File: config.mk
export PLATFORM = sky130hd
export DESIGN_NAME = mult8x8_seq
export DESIGN_NICKNAME = d
export VERILOG_FILES = /design/src/rtl/mult8x8_seq.sv
export SDC_FILE = /design/constraint.sdc
export NUM_CORES = 1
export LEC_CHECK = 0
export ABC_AREA = 1
export BUFFER_PORTS_ARGS = -buffer_cell sky130_fd_sc_hd__buf_2
export CORE_MARGIN = 2
export CORE_UTILIZATION = 30
export CTS_BUF_LIST = sky130_fd_sc_hd__clkbuf_4 sky130_fd_sc_hd__clkbuf_8 sky130_fd_sc_hd__clkbuf_16
export DETAILED_ROUTE_END_ITERATION = 6
export GPL_ROUTABILITY_DRIVEN = 0
export HOLD_SLACK_MARGIN = 0.05
export PLACE_DENSITY_LB_ADDON = 0.1
export SLEW_MARGIN = 10
export SYNTH_ARGS = -nofsm -noshare
export SYNTH_HDL_FRONTEND = slang
export SYNTH_HIERARCHICAL = 1
export SYNTH_SLANG_ARGS = --single-unit
export TNS_END_PERCENT = 30
File: constraint.sdc
create_clock -name clk -period 5.9 [get_ports clk]
set_input_delay 1.475 -clock clk [delete_from_list [all_inputs] [get_ports clk]]
set_output_delay 1.475 -clock clk [all_outputs]
set_load 0.1 [all_outputs]
File: src/rtl/mult8x8_seq.sv
// Sequential 8x8 unsigned multiplier: one 4x4 core reused over four cycles,
// one nibble partial product per cycle, with a start/done/busy handshake.

module mult4x4 (
  input  logic [3:0] dataa,
  input  logic [3:0] datab,
  output logic [7:0] product
);

  assign product = {4'b0000, dataa} * {4'b0000, datab};

endmodule

module mult8x8_seq (
  input  logic        clk,
  input  logic        reset,
  input  logic        start,
  input  logic [7:0]  dataa,
  input  logic [7:0]  datab,
  output logic [15:0] product,
  output logic        done,
  output logic        busy
);

  typedef enum logic {IDLE = 1'b0, RUN = 1'b1} state_t;

  state_t      state, state_next;
  logic [1:0]  step, step_next;
  logic [15:0] acc, acc_next;
  logic [7:0]  a_r, a_next;
  logic [7:0]  b_r, b_next;
  logic [15:0] product_next;
  logic        done_next;
  logic        busy_next;

  logic [3:0]  core_a;
  logic [3:0]  core_b;
  logic [7:0]  pp;
  logic [15:0] pp_shifted;
  logic [15:0] sum;

  // step[0] picks the high multiplicand nibble, step[1] the high multiplier nibble
  assign core_a = step[0] ? a_r[7:4] : a_r[3:0];
  assign core_b = step[1] ? b_r[7:4] : b_r[3:0];

  mult4x4 u_core (
    .dataa   (core_a),
    .datab   (core_b),
    .product (pp)
  );

  always_comb begin
    pp_shifted = {8'h00, pp};
    case (step)
      2'd0:    pp_shifted = {8'h00, pp};
      2'd1,
      2'd2:    pp_shifted = {4'h0, pp, 4'h0};
      default: pp_shifted = {pp, 8'h00};
    endcase
  end

  assign sum = acc + pp_shifted;

  always_ff @(posedge clk or posedge reset) begin
    if (reset) begin
      state   <= IDLE;
      step    <= 2'd0;
      acc     <= 16'h0000;
      a_r     <= 8'h00;
      b_r     <= 8'h00;
      product <= 16'h0000;
      done    <= 1'b0;
      busy    <= 1'b0;
    end else begin
      state   <= state_next;
      step    <= step_next;
      acc     <= acc_next;
      a_r     <= a_next;
      b_r     <= b_next;
      product <= product_next;
      done    <= done_next;
      busy    <= busy_next;
    end
  end

  // done is a one-cycle pulse, so it defaults low and is only raised on the last step
  always_comb begin
    state_next   = state;
    step_next    = step;
    acc_next     = acc;
    a_next       = a_r;
    b_next       = b_r;
    product_next = product;
    done_next    = 1'b0;
    busy_next    = busy;

    case (state)
      IDLE: begin
        if (start) begin
          a_next     = dataa;
          b_next     = datab;
          acc_next   = 16'h0000;
          step_next  = 2'd0;
          busy_next  = 1'b1;
          state_next = RUN;
        end
      end
      RUN: begin
        acc_next = sum;
        if (step == 2'd3) begin
          product_next = sum;
          done_next    = 1'b1;
          busy_next    = 1'b0;
          step_next    = 2'd0;
          state_next   = IDLE;
        end else begin
          step_next = step + 2'd1;
        end
      end
      default: state_next = IDLE;
    endcase
  end

endmodule

==> results of run 1 <==
## sequential cells by signal, summed over array words and instances (netlist names)
name,count
acc,16
product,16
a_r,8
b_r,8
step,2
busy,1
done,1
state,1
## through the flow
step | setup WS, ns | hold slack (ns) | instances | utilization [%]
2_1_floorplan | 1.95 | 0.455 | 481 | -
6_report | 1.51 | 0.479 | 667 | 34.8
5_1_grt | 1.10 | 0.503 | 667 | 34.8
4_1_cts | 1.46 | 0.483 | 667 | 34.8
3_3_place_gp | 1.56 | 0.459 | 659 | 33.4
3_5_place_dp | 1.47 | 0.464 | 659 | 33.4
## synthesized netlist by cell type, types with 3 or more instances
| library cell | n |
|---|---|
| nor3_1 | 6 |
| clkbuf_1 | 3 |
| a21oi_1 | 10 |
| or2_1 | 4 |
| dfrtp_1 | 53 |
| nor2_1 | 13 |
| mux2_4 | 9 |
| inv_2 | 6 |
| o21ai_0 | 13 |
| nand3_1 | 31 |
| inv_1 | 65 |
| nand2_1 | 194 |
| nand3b_1 | 4 |
| xor2_1 | 6 |
| mux2_2 | 7 |
| ha_1 | 29 |
| o22ai_1 | 4 |
| fa_1 | 5 |
## tightest hold or removal path: cells and delay by family (launching register included)
family	cells	cell delay, ns
flops	1	0.34
simple gates	2	0.10
## cell usage in the layout, fill, tap and decap left out, types with 2 or more instances in the layout
cell       synthesis  routed
nor2_1            13      13
fa_1               5       5
nand4_1            2       2
o22ai_1            4       4
o32ai_1            2       2
nand3b_1           4       4
mux2_4             9       9
nand2_1          194     194
inv_1             65      64
xnor2_1            2       2
a21oi_1           10      10
or2_1              4       4
nand3_2            2       2
o21ai_0           13      13
ha_1              29      29
inv_2              6       7
nand3_1           31      31
mux2_2             7       7
xor2_1             6       6
nor3_1             6       6
buf_4              1       2
inv_6              0       2
dfrtp_1           53      53
clkbuf_16          0       5
buf_2              2      36
nand2_2            2       2
## how the worst max path moves through the flow
stage	slack, ns	start	to
floorplan	1.95	step[0]	product[7]
global placement	1.56	step[0]	product[7]
detailed placement	1.47	step[0]	product[7]
CTS	1.46	step[0]	product[7]
global route	1.10	step[0]	product[7]
finish	1.51	step[0]	product[7]
## cells by family after synthesis
kind of cell             synth area share (%)
flip-flops                               36.5
AND/OR/NAND/NOR                          30.2
adder cells (fa/ha/maj)                  12.7
multiplexers                             5.88
AO/OA/AOI/OAI                            4.33
XOR/XNOR                                 1.93
buffers and inverters                    8.53
## layout make-up
class | instances | area share, %
well taps | 147 | 4.43
inverters | 72 | 6.51
clock buffers | 5 | 3.01
flip-flops and latches | 53 | 32.0
multi-input cells | 349 | 48.2
clock inverters | 3 | 1.15
repair buffers | 38 | 4.70
## layer usage
layer | share of wire, % | track usage, % | vias to the layer above
met1 | 52 | 21.1 | 1368
met2 | 44 | 23.9 | 48
met3 | 3.0 | 2.75 | 4
met5 | 0 | 0 | -
met4 | 0.64 | 2.68 | 0
li1 | - | - | 1587
==> results.md, run 1 <==
- Outcome: completed
- Mapped Avg Cell Area: 7.56 µm²
- Routed Antenna Nets: 0
- WHS Path Cells: 2
- Synth top area share: between 30% and 40%
- RR Startpoint: step[0]
- Reg clk slew, reported paths: ~0.080 ns
- Critical path buffers and inverters: 3
- HP Class: flip-flop to flip-flop
- Die ar.: ~0.013 mm²
- CTS tree: yes
- HPWL Detailed: about 7.0 mm
- Crit Path Category: flip-flop to flip-flop
- Worst path max stage delay: about 0.53 ns
- Worst-margin pin slew: 0.947 ns
- Stages on the worst setup path: 21
- Routed WL: slightly below 9 mm
- RSZ-0062 raised after global routing: false
- Final Cycle Share: around 74%
- Ant. Diodes: 0
- Most used DFF post-synth: dfrtp_1
- WL/cell: about 13 µm
- Largest net degree at the start of global routing: between 50 and 60
- FFs w/ async S/R, synth: 100%
- CP most frequent cell: nand2_1
- Slew Limit Fails: 0
- Max-Cap Viols: 0
- Post-synthesis sequential area ratio: between 30% and 40%
- Fin Setup TNS: 0 ns
- Synth area leader: dfrtp_1
- Syn Inst Count: around 480
- Hold Startpoint: product[9]
- All-Layer GR Usage: around 15%
- Critical path's top delay family: adder cells
- Register-to-register setup slack: between 1.5 and 2 ns
- Synthesis Warnings: 6
- WP data arrival: 4.58 ns
- Clock sink count: 53
- Clock Path Buffers: 2
- Initial DRC Count: ~100
- Final setup fails: 0
- Total number of vias: 3007
- GRT overflow: 0
- Clock root cell: clkbuf_16
- Vias per cell: approximately 4.5
- Hold_buf cts: 0
- # DRC: 0
- CTS Buf Count: 5
- # IOs: 37
- H-tree Lvls: 2
- WP data required: ~6.1 ns
- Layout cell share with drive strength beyond 1: between 10% and 20%
- Syn-to-layout area delta: 14.1%
- CP max stage cell: fa_1
- Synth unique cells: 31
- Cell Area, Placed: ~0.004 mm²
- Setup Fix Bufs, Post-CTS: 0
- Final hold vios: 0
- PortBufs: 36
- Largest cells by area after synthesis: dfrtp_1 36%, nand2_1 20%, ha_1 10%
- Synth Cell Area: 0.00364 mm²
- First-pass DRT Iterations: 5
- Slew HR: 36.8%
- Crit path max fanout: 7
- Fill cells: between 1k and 1.5k
- Area of the multi-input gates: about 0.002 mm²
- Core area: approximately 0.012 mm²
- F_max: 228 MHz
- Number of global-route vias before repair: a little over 3k
- Startpoint types: flip-flop
- Effective utilization at floorplan: ~31%
- Initial antenna violation count: 0
- Design area: 0.00415 mm²
- DIE HEIGHT: 114 µm
- Min-Delay Endpoint: product[9]
- FF+latch count, synth: 53
- FF+latch area: between 0.001 and 0.0015 mm²
- First-pass GRT wire length: roughly 15 mm
- RR Endpoint: product[7]
- Worst clock skew: approximately 0.0072 ns
- Reg2Reg Depth: 21
- Post_cts resized: 0
- Nets: ~570
- Num rows: 40
- Clk Latency, worst-skew pair: roughly 0.3 ns
- Syn_nets: about 530
- Crit path cell chain: inv_1 > nand2_1 > nand2_1 > nand2_1 > fa_1 > inv_1 > fa_1 > fa_1 > nand3_1 > nand2_1 > xor2_1 > nand2_1 > o32ai_1 > ha_1 > nand2_1 > inv_1 > a21oi_1 > nand2_2 > or2_1 > nand3_1 > nand2_1
- Tmin final: roughly 4.4 ns
- Die width: 114 µm
- CP Capture Type: flip-flop
- Post-synth EDFFs: 0
Power of run 1 is left out: the tool's default activity adds up to more than one toggle a clock period on the data nets, which glitch-free logic cannot reach.
==> run 2, diff against run 1 <==
==> constraint.sdc (replaced) <==
create_clock -name clk -period 4.3 [get_ports clk]
set_input_delay 1.075 -clock clk [delete_from_list [all_inputs] [get_ports clk]]
set_output_delay 1.075 -clock clk [all_outputs]
set_load 0.1 [all_outputs]
==> run 2 against run 1 <==
Against the previous run: maximum frequency rose by 8.7%; register-to-register slack got worse by 1.3 ns; critical path depth stayed put; non-clock buffer count is 17 higher; final cell count up 2.5%; wire length grew 2.5%; worst setup slack got worse by 1.3 ns; hold slack worse by 0.00060 ns; via count rose by 1.0%; global-route usage up 0.76 points; critical path type unchanged.
==> results.md, run 2 (synthesis results as in run 1) <==
- Min-Delay Endpoint: product[9]
- WP data arrival: ~4.2 ns
- Crit path max fanout: 5
- First-pass DRT Iterations: 4
- Worst-margin pin slew: just over 0.9 ns
- Ant. Diodes: 0
- Reg2Reg Depth: 21
- WHS Path Cells: 2
- # DRC: 0
- Vias per cell: ~4.4
- HPWL Detailed: ~7 mm
- Reg clk slew, reported paths: about 0.070 ns
- F_max: between 200 and 250 MHz
- Fill cells: between 1k and 1.5k
- Die ar.: 0.0130 mm²
- CP max stage cell: fa_1
- Commonest cells after routing, fill and taps aside: 190 x nand2_1, 61 x inv_1, 52 x dfrtp_1, 36 x buf_2
- Final setup fails: 0
- Tmin final: 4.04 ns
- HP Class: flip-flop to flip-flop
- Hold_buf cts: 0
- Layout cell share with drive strength beyond 1: 21.8%
- Hold Startpoint: product[9]
- Worst clock skew: ~0.005 ns
- Critical path buffers and inverters: 3
- Slew HR: between 30% and 40%
- CP most frequent cell: nand2_1
- Die width: 114 µm
- Register-to-register setup slack: about 0.26 ns
- Startpoint types: flip-flop
- Crit Path Category: flip-flop to flip-flop
- Top Registers: acc (16), product (16)
- Critical path's top delay family: adder cells
- Effective utilization at floorplan: 30.5%
- RR Endpoint: product[7]
- Initial DRC Count: 104
- WL/cell: about 13 µm
- Clock root cell: clkbuf_16
- WP data required: 4.49 ns
- First-pass GRT wire length: around 16 mm
- DIE HEIGHT: around 110 µm
- Routed WL: between 9 and 10 mm
- GRT overflow: 0
- Worst path max stage delay: 0.54 ns
- Clk Latency, worst-skew pair: about 0.3 ns
- Number of global-route vias before repair: between 3k and 4k
- Syn-to-layout area delta: 19.7%
- Fin Setup TNS: 0 ns
- Slew Limit Fails: 0
- Largest net degree at the start of global routing: 42
- CTS tree: yes
- H-tree Lvls: 2
- Outcome: completed
- Core area: between 0.01 and 0.015 mm²
- Nets: 589
- All-Layer GR Usage: approximately 16%
- Final hold vios: 0
- Num rows: 40
- # IOs: 37
- RR Startpoint: step[1]
- PortBufs: 36
- Total number of vias: a little over 3k
- FF+latch area: between 0.001 and 0.0015 mm²
- Area of the multi-input gates: 0.00210 mm²
- Clock sink count: 53
- Crit path cell chain: inv_2 > nand2_1 > nand2_2 > nand2_1 > fa_1 > inv_1 > fa_1 > ha_1 > nand3_1 > nand3_1 > xor2_2 > nand2_1 > o32ai_1 > ha_1 > nand2_2 > inv_2 > a21oi_2 > nand2_4 > or2_1 > nand3_1 > nand2_1
- Final Cycle Share: approximately 94%
- CTS Buf Count: 5
- Routed Antenna Nets: 0
- Max-Cap Viols: 0
- Initial antenna violation count: 0
- Clock Path Buffers: 2
- CP Capture Type: flip-flop
- Most common cell after layout, fill and taps aside: nand2_1
[run 2: cell count changes in the layout (fill, tap and decap cells not counted), moves of 2 or more]
cell / change
nand2_2: +3
inv_2: +3
nand3_2: +2
xor2_2: +3
nand3_1: -2
a21oi_1: -5
o22ai_1: -2
a21oi_2: +5
nand2_1: -4
o22ai_2: +2
inv_1: -3
buf_4: +17
xor2_1: -3
[run 2: cell type report]
| cell class | instances | share of cell area [%] |
|---|---|---|
| inverter | 72 | 6.21 |
| clock buffer | 6 | 3.19 |
| tap | 147 | 4.22 |
| multi-input combinational | 349 | 48.1 |
| timing repair buffer | 55 | 7.41 |
| sequential | 53 | 30.5 |
| clock inverter | 2 | 0.373 |
[run 2: per-stage QoR]
step	util (%)	area [µm²]	setup slack (ns)	hold WS (ns)	std cells
after floorplan	-	3640	0.347	0.455	481
after detailed placement	34.0	4050	-0.0949	0.463	668
final	36.6	4360	0.263	0.478	684
after CTS	35.4	4220	0.0279	0.483	677
after global routing	36.6	4360	-0.00638	0.503	684
after global placement	34.0	4050	-0.0564	0.457	668
[run 2: what timing repair did]
action / in CTS / in global routing
hold endpoints to repair: 0 / 0
setup buffers: 1 / 7
gates resized for setup: 2 / 23
pin swaps: 1 / 10
endpoints found under the setup margin: 9 / 22
[run 2: worst max-delay path by stage]
| stage | to | start | depth (start not counted) | slack (ns) |
|---|---|---|---|---|
| 2_1_floorplan | product[7] | step[0] | 21 | 0.35 |
| 3_3_place_gp | product[7] | step[1] | 21 | -0.06 |
| 3_5_place_dp | product[7] | step[1] | 21 | -0.09 |
| 4_1_cts | product[7] | step[1] | 21 | 0.03 |
| 5_1_grt | acc[10] | step[1] | 22 | -0.006 |
| 6_report | product[7] | step[1] | 21 | 0.26 |
[run 2: worst register-to-register path: cells and delay by family (launching register included)]
family | cells | cell delay [ns]
simple gates | 11 | 1.12
xor+xnor | 1 | 0.20
buf+inv | 3 | 0.18
compound gates | 2 | 0.32
fa+ha+maj | 4 | 1.68
flops | 1 | 0.44
[run 2: layer usage]
| layer | vias to the layer above | global-route usage [%] | share of wire (%) |
|---|---|---|---|
| li1 | 1629 | - | - |
| met1 | 1357 | 22.0 | 52 |
| met2 | 44 | 24.3 | 43 |
| met3 | 8 | 2.91 | 3.4 |
| met4 | 0 | 4.88 | 1.4 |
| met5 | - | 0 | 0 |
Power of run 2 is left out for the same reason.
==> run 3, diff against run 2 <==
--- a/config.mk
+++ b/config.mk
@@ -14,9 +14,9 @@
 export GPL_ROUTABILITY_DRIVEN = 0
 export HOLD_SLACK_MARGIN = 0.05
 export PLACE_DENSITY_LB_ADDON = 0.1
+export SETUP_SLACK_MARGIN = 0.2
 export SLEW_MARGIN = 10
 export SYNTH_ARGS = -nofsm -noshare
 export SYNTH_HDL_FRONTEND = slang
-export SYNTH_HIERARCHICAL = 1
 export SYNTH_SLANG_ARGS = --single-unit
 export TNS_END_PERCENT = 30
==> run 3 against run 2 <==
Against the previous run: the run now ends with negative setup slack left; highest routed layer unchanged; core utilization up 1.8 points; clock-buffer cell count unchanged; worst setup slack worse by 0.45 ns.
==> results.md, run 3 <==
- # placed instances: slightly above 600
- Failing checks: negative setup slack
- Routed Antenna Nets: 0
- Min-Delay Endpoint: product[12]
- Nets: roughly 540
- RR Startpoint: step[1]
- Register-to-register setup slack: -0.19 ns
- Ant. Diodes: 0
- GRT overflow: 0
- First-pass GRT wire length: between 10 and 15 mm
- Critical path buffers and inverters: 3
- Commonest cells after routing, fill and taps aside: 100 x nand2_1, 51 x dfrtp_1, 41 x inv_1, 37 x nor2_1, 36 x buf_2
- Synth unique cells: 31
- HPWL Detailed: approximately 6.6 mm
- Worst clock skew: 0.00749 ns
- WL/cell: around 14 µm
- Core area: around 0.011 mm²
- Reg2Reg Depth: 20
- Synth top area share: 38.3%
- Tmin final: ~4.5 ns
- Startpoint types: flip-flop
- Syn_nets: roughly 480
- Post-synth EDFFs: 0
- Crit path max fanout: 5
- Hold Startpoint: product[12]
- Largest net degree at the start of global routing: 35
- Mapped Avg Cell Area: between 8 and 9 µm²
- H-tree Lvls: 2
- Final hold vios: 0
- Final worst slack: -0.186 ns
- WP data arrival: 4.64 ns
- Most common cell in the synthesized netlist: nand2_1
- FFs w/ async S/R, synth: 100%
- Final setup fails: 12
- Most used DFF post-synth: dfrtp_1
- Total number of vias: 2939
- PortBufs: 36
- FF+latch count, synth: 53
- Syn Inst Count: about 430
- DIE HEIGHT: between 100 and 150 µm
- First-pass DRT Iterations: 4
- RR Endpoint: product[11]
- Post-synth top cells: 108 x nand2_1, 53 x dfrtp_1, 44 x inv_1
- Critical path's top delay family: adder cells
- All-Layer GR Usage: around 15%
- RSZ-0062 raised after global routing: true
- CP max stage cell: fa_1
- Crit path cell chain: mux2i_2 > or2_4 > fa_1 > inv_1 > fa_1 > inv_2 > fa_2 > or2_4 > nand2_2 > a21oi_2 > xor2_1 > o22ai_1 > ha_1 > nand2_2 > inv_1 > a21oi_4 > nand2_4 > a21oi_2 > xor2_1 > o21ai_1
- CTS tree: yes
- Layout cell share with drive strength beyond 1: 29.5%
- Clk Latency, worst-skew pair: roughly 0.30 ns
- Worst path max stage delay: between 0.5 and 0.6 ns
- Clock Path Buffers: 2
- Number of global-route vias before repair: 2876
- CP Capture Type: flip-flop
- Crit Path Category: flip-flop to flip-flop
- HP Class: flip-flop to flip-flop
- Max-Cap Viols: 0
- Synth Cell Area: around 0.0035 mm²
- WHS Path Cells: 2
- Clock sink count: 53
- Top Registers: acc (16), product (16)
- Syn-to-layout area delta: 25.7%
- Initial antenna violation count: 0
- Largest cells by area after synthesis: dfrtp_1 38%, nand2_1 12%, ha_1 10%
- Initial DRC Count: 163
- WP data required: 4.46 ns
- Clock root cell: clkbuf_16
- Fin Setup TNS: -0.703 ns
- Post-synthesis sequential area ratio: around two fifths
- F_max: between 200 and 250 MHz
- Vias per cell: between 4 and 5
- Most common cell after layout, fill and taps aside: nand2_1
- Reg clk slew, reported paths: 0.07 ns
- Fill cells: between 1k and 1.5k
- # IOs: 37
- Die width: ~110 µm
- Util after Layout: around two fifths
- Slew HR: roughly two fifths
- Synth area leader: dfrtp_1
- Worst-margin pin slew: between 0.8 and 0.9 ns
- Slew Limit Fails: 0
- Hold_buf cts: 0
- Outcome: finished, violations left
- Die ar.: 0.0124 mm²
- CTS Buf Count: 5
- Cell Count, Final, Fillers Out: between 600 and 700
- Routed WL: 8.73 mm
- Effective utilization at floorplan: 30.6%
- Num rows: 39
- Pre-CTS WS: -0.259 ns
- # DRC: 0
- Final Cycle Share: 104%
- Synthesis Warnings: 0
## run 3: cell families (layout without fill, tap and decap cells)
family	Yosys count	count (layout)	synth area share [%]
AND/OR/NAND/NOR	205	205	25.6
AO/OA/AOI/OAI	56	56	9.48
buffers and inverters	54	119	6.11
flip-flops	53	53	38.3
adder cells (fa/ha/maj)	34	34	13.4
multiplexers	16	16	5.06
XOR/XNOR	8	8	2.03
## run 3: final cells by class
cell class / count / area [µm²] / share of cell area, %
inverters: 45 / 169 / 3.88
multi-input cells: 319 / 2110 / 48.5
flip-flops and latches: 53 / 1330 / 30.6
clock buffers: 6 / 139 / 3.19
repair buffers: 66 / 405 / 9.32
clock inverters: 2 / 17.5 / 0.403
well taps: 143 / 179 / 4.12
## run 3: metal layers
metal  share of wire [%]  track usage (%)
met3                 4.0             2.99
met5                   0                0
met1                  53             22.2
met2                  42             21.1
met4                 1.2             4.20
## run 3: how the worst max path moves through the flow
stage,startpoint,endpoint,slack [ns],cells after the start
floorplan,step[1],product[11],0.03,21
global placement,step[1],product[11],-0.13,20
detailed placement,step[1],product[11],-0.26,20
CTS,step[1],product[11],-0.19,20
global route,step[1],product[11],-0.42,20
finish,step[1],product[11],-0.19,20
## run 3: through the flow
stage	instance area, µm²	hold slack, ns
3_5_place_dp	4010	0.460
2_1_floorplan	3510	0.456
4_1_cts	4280	0.480
5_1_grt	4350	0.492
3_3_place_gp	4010	0.458
6_report	4350	0.473
## run 3: timing repair
item / 4_1_cts / 5_1_grt
pin swaps: 11 / 5
setup endpoints to repair: 22 / 22
setup buffers: 4 / 1
gates resized for setup: 20 / 14
## run 3: worst min-delay path, delay by kind of cell, from the launching register on
kind	cells	cell delay (ns)
flops	1	0.34
simple gates	2	0.10
Power of run 3 is left out for the same reason.
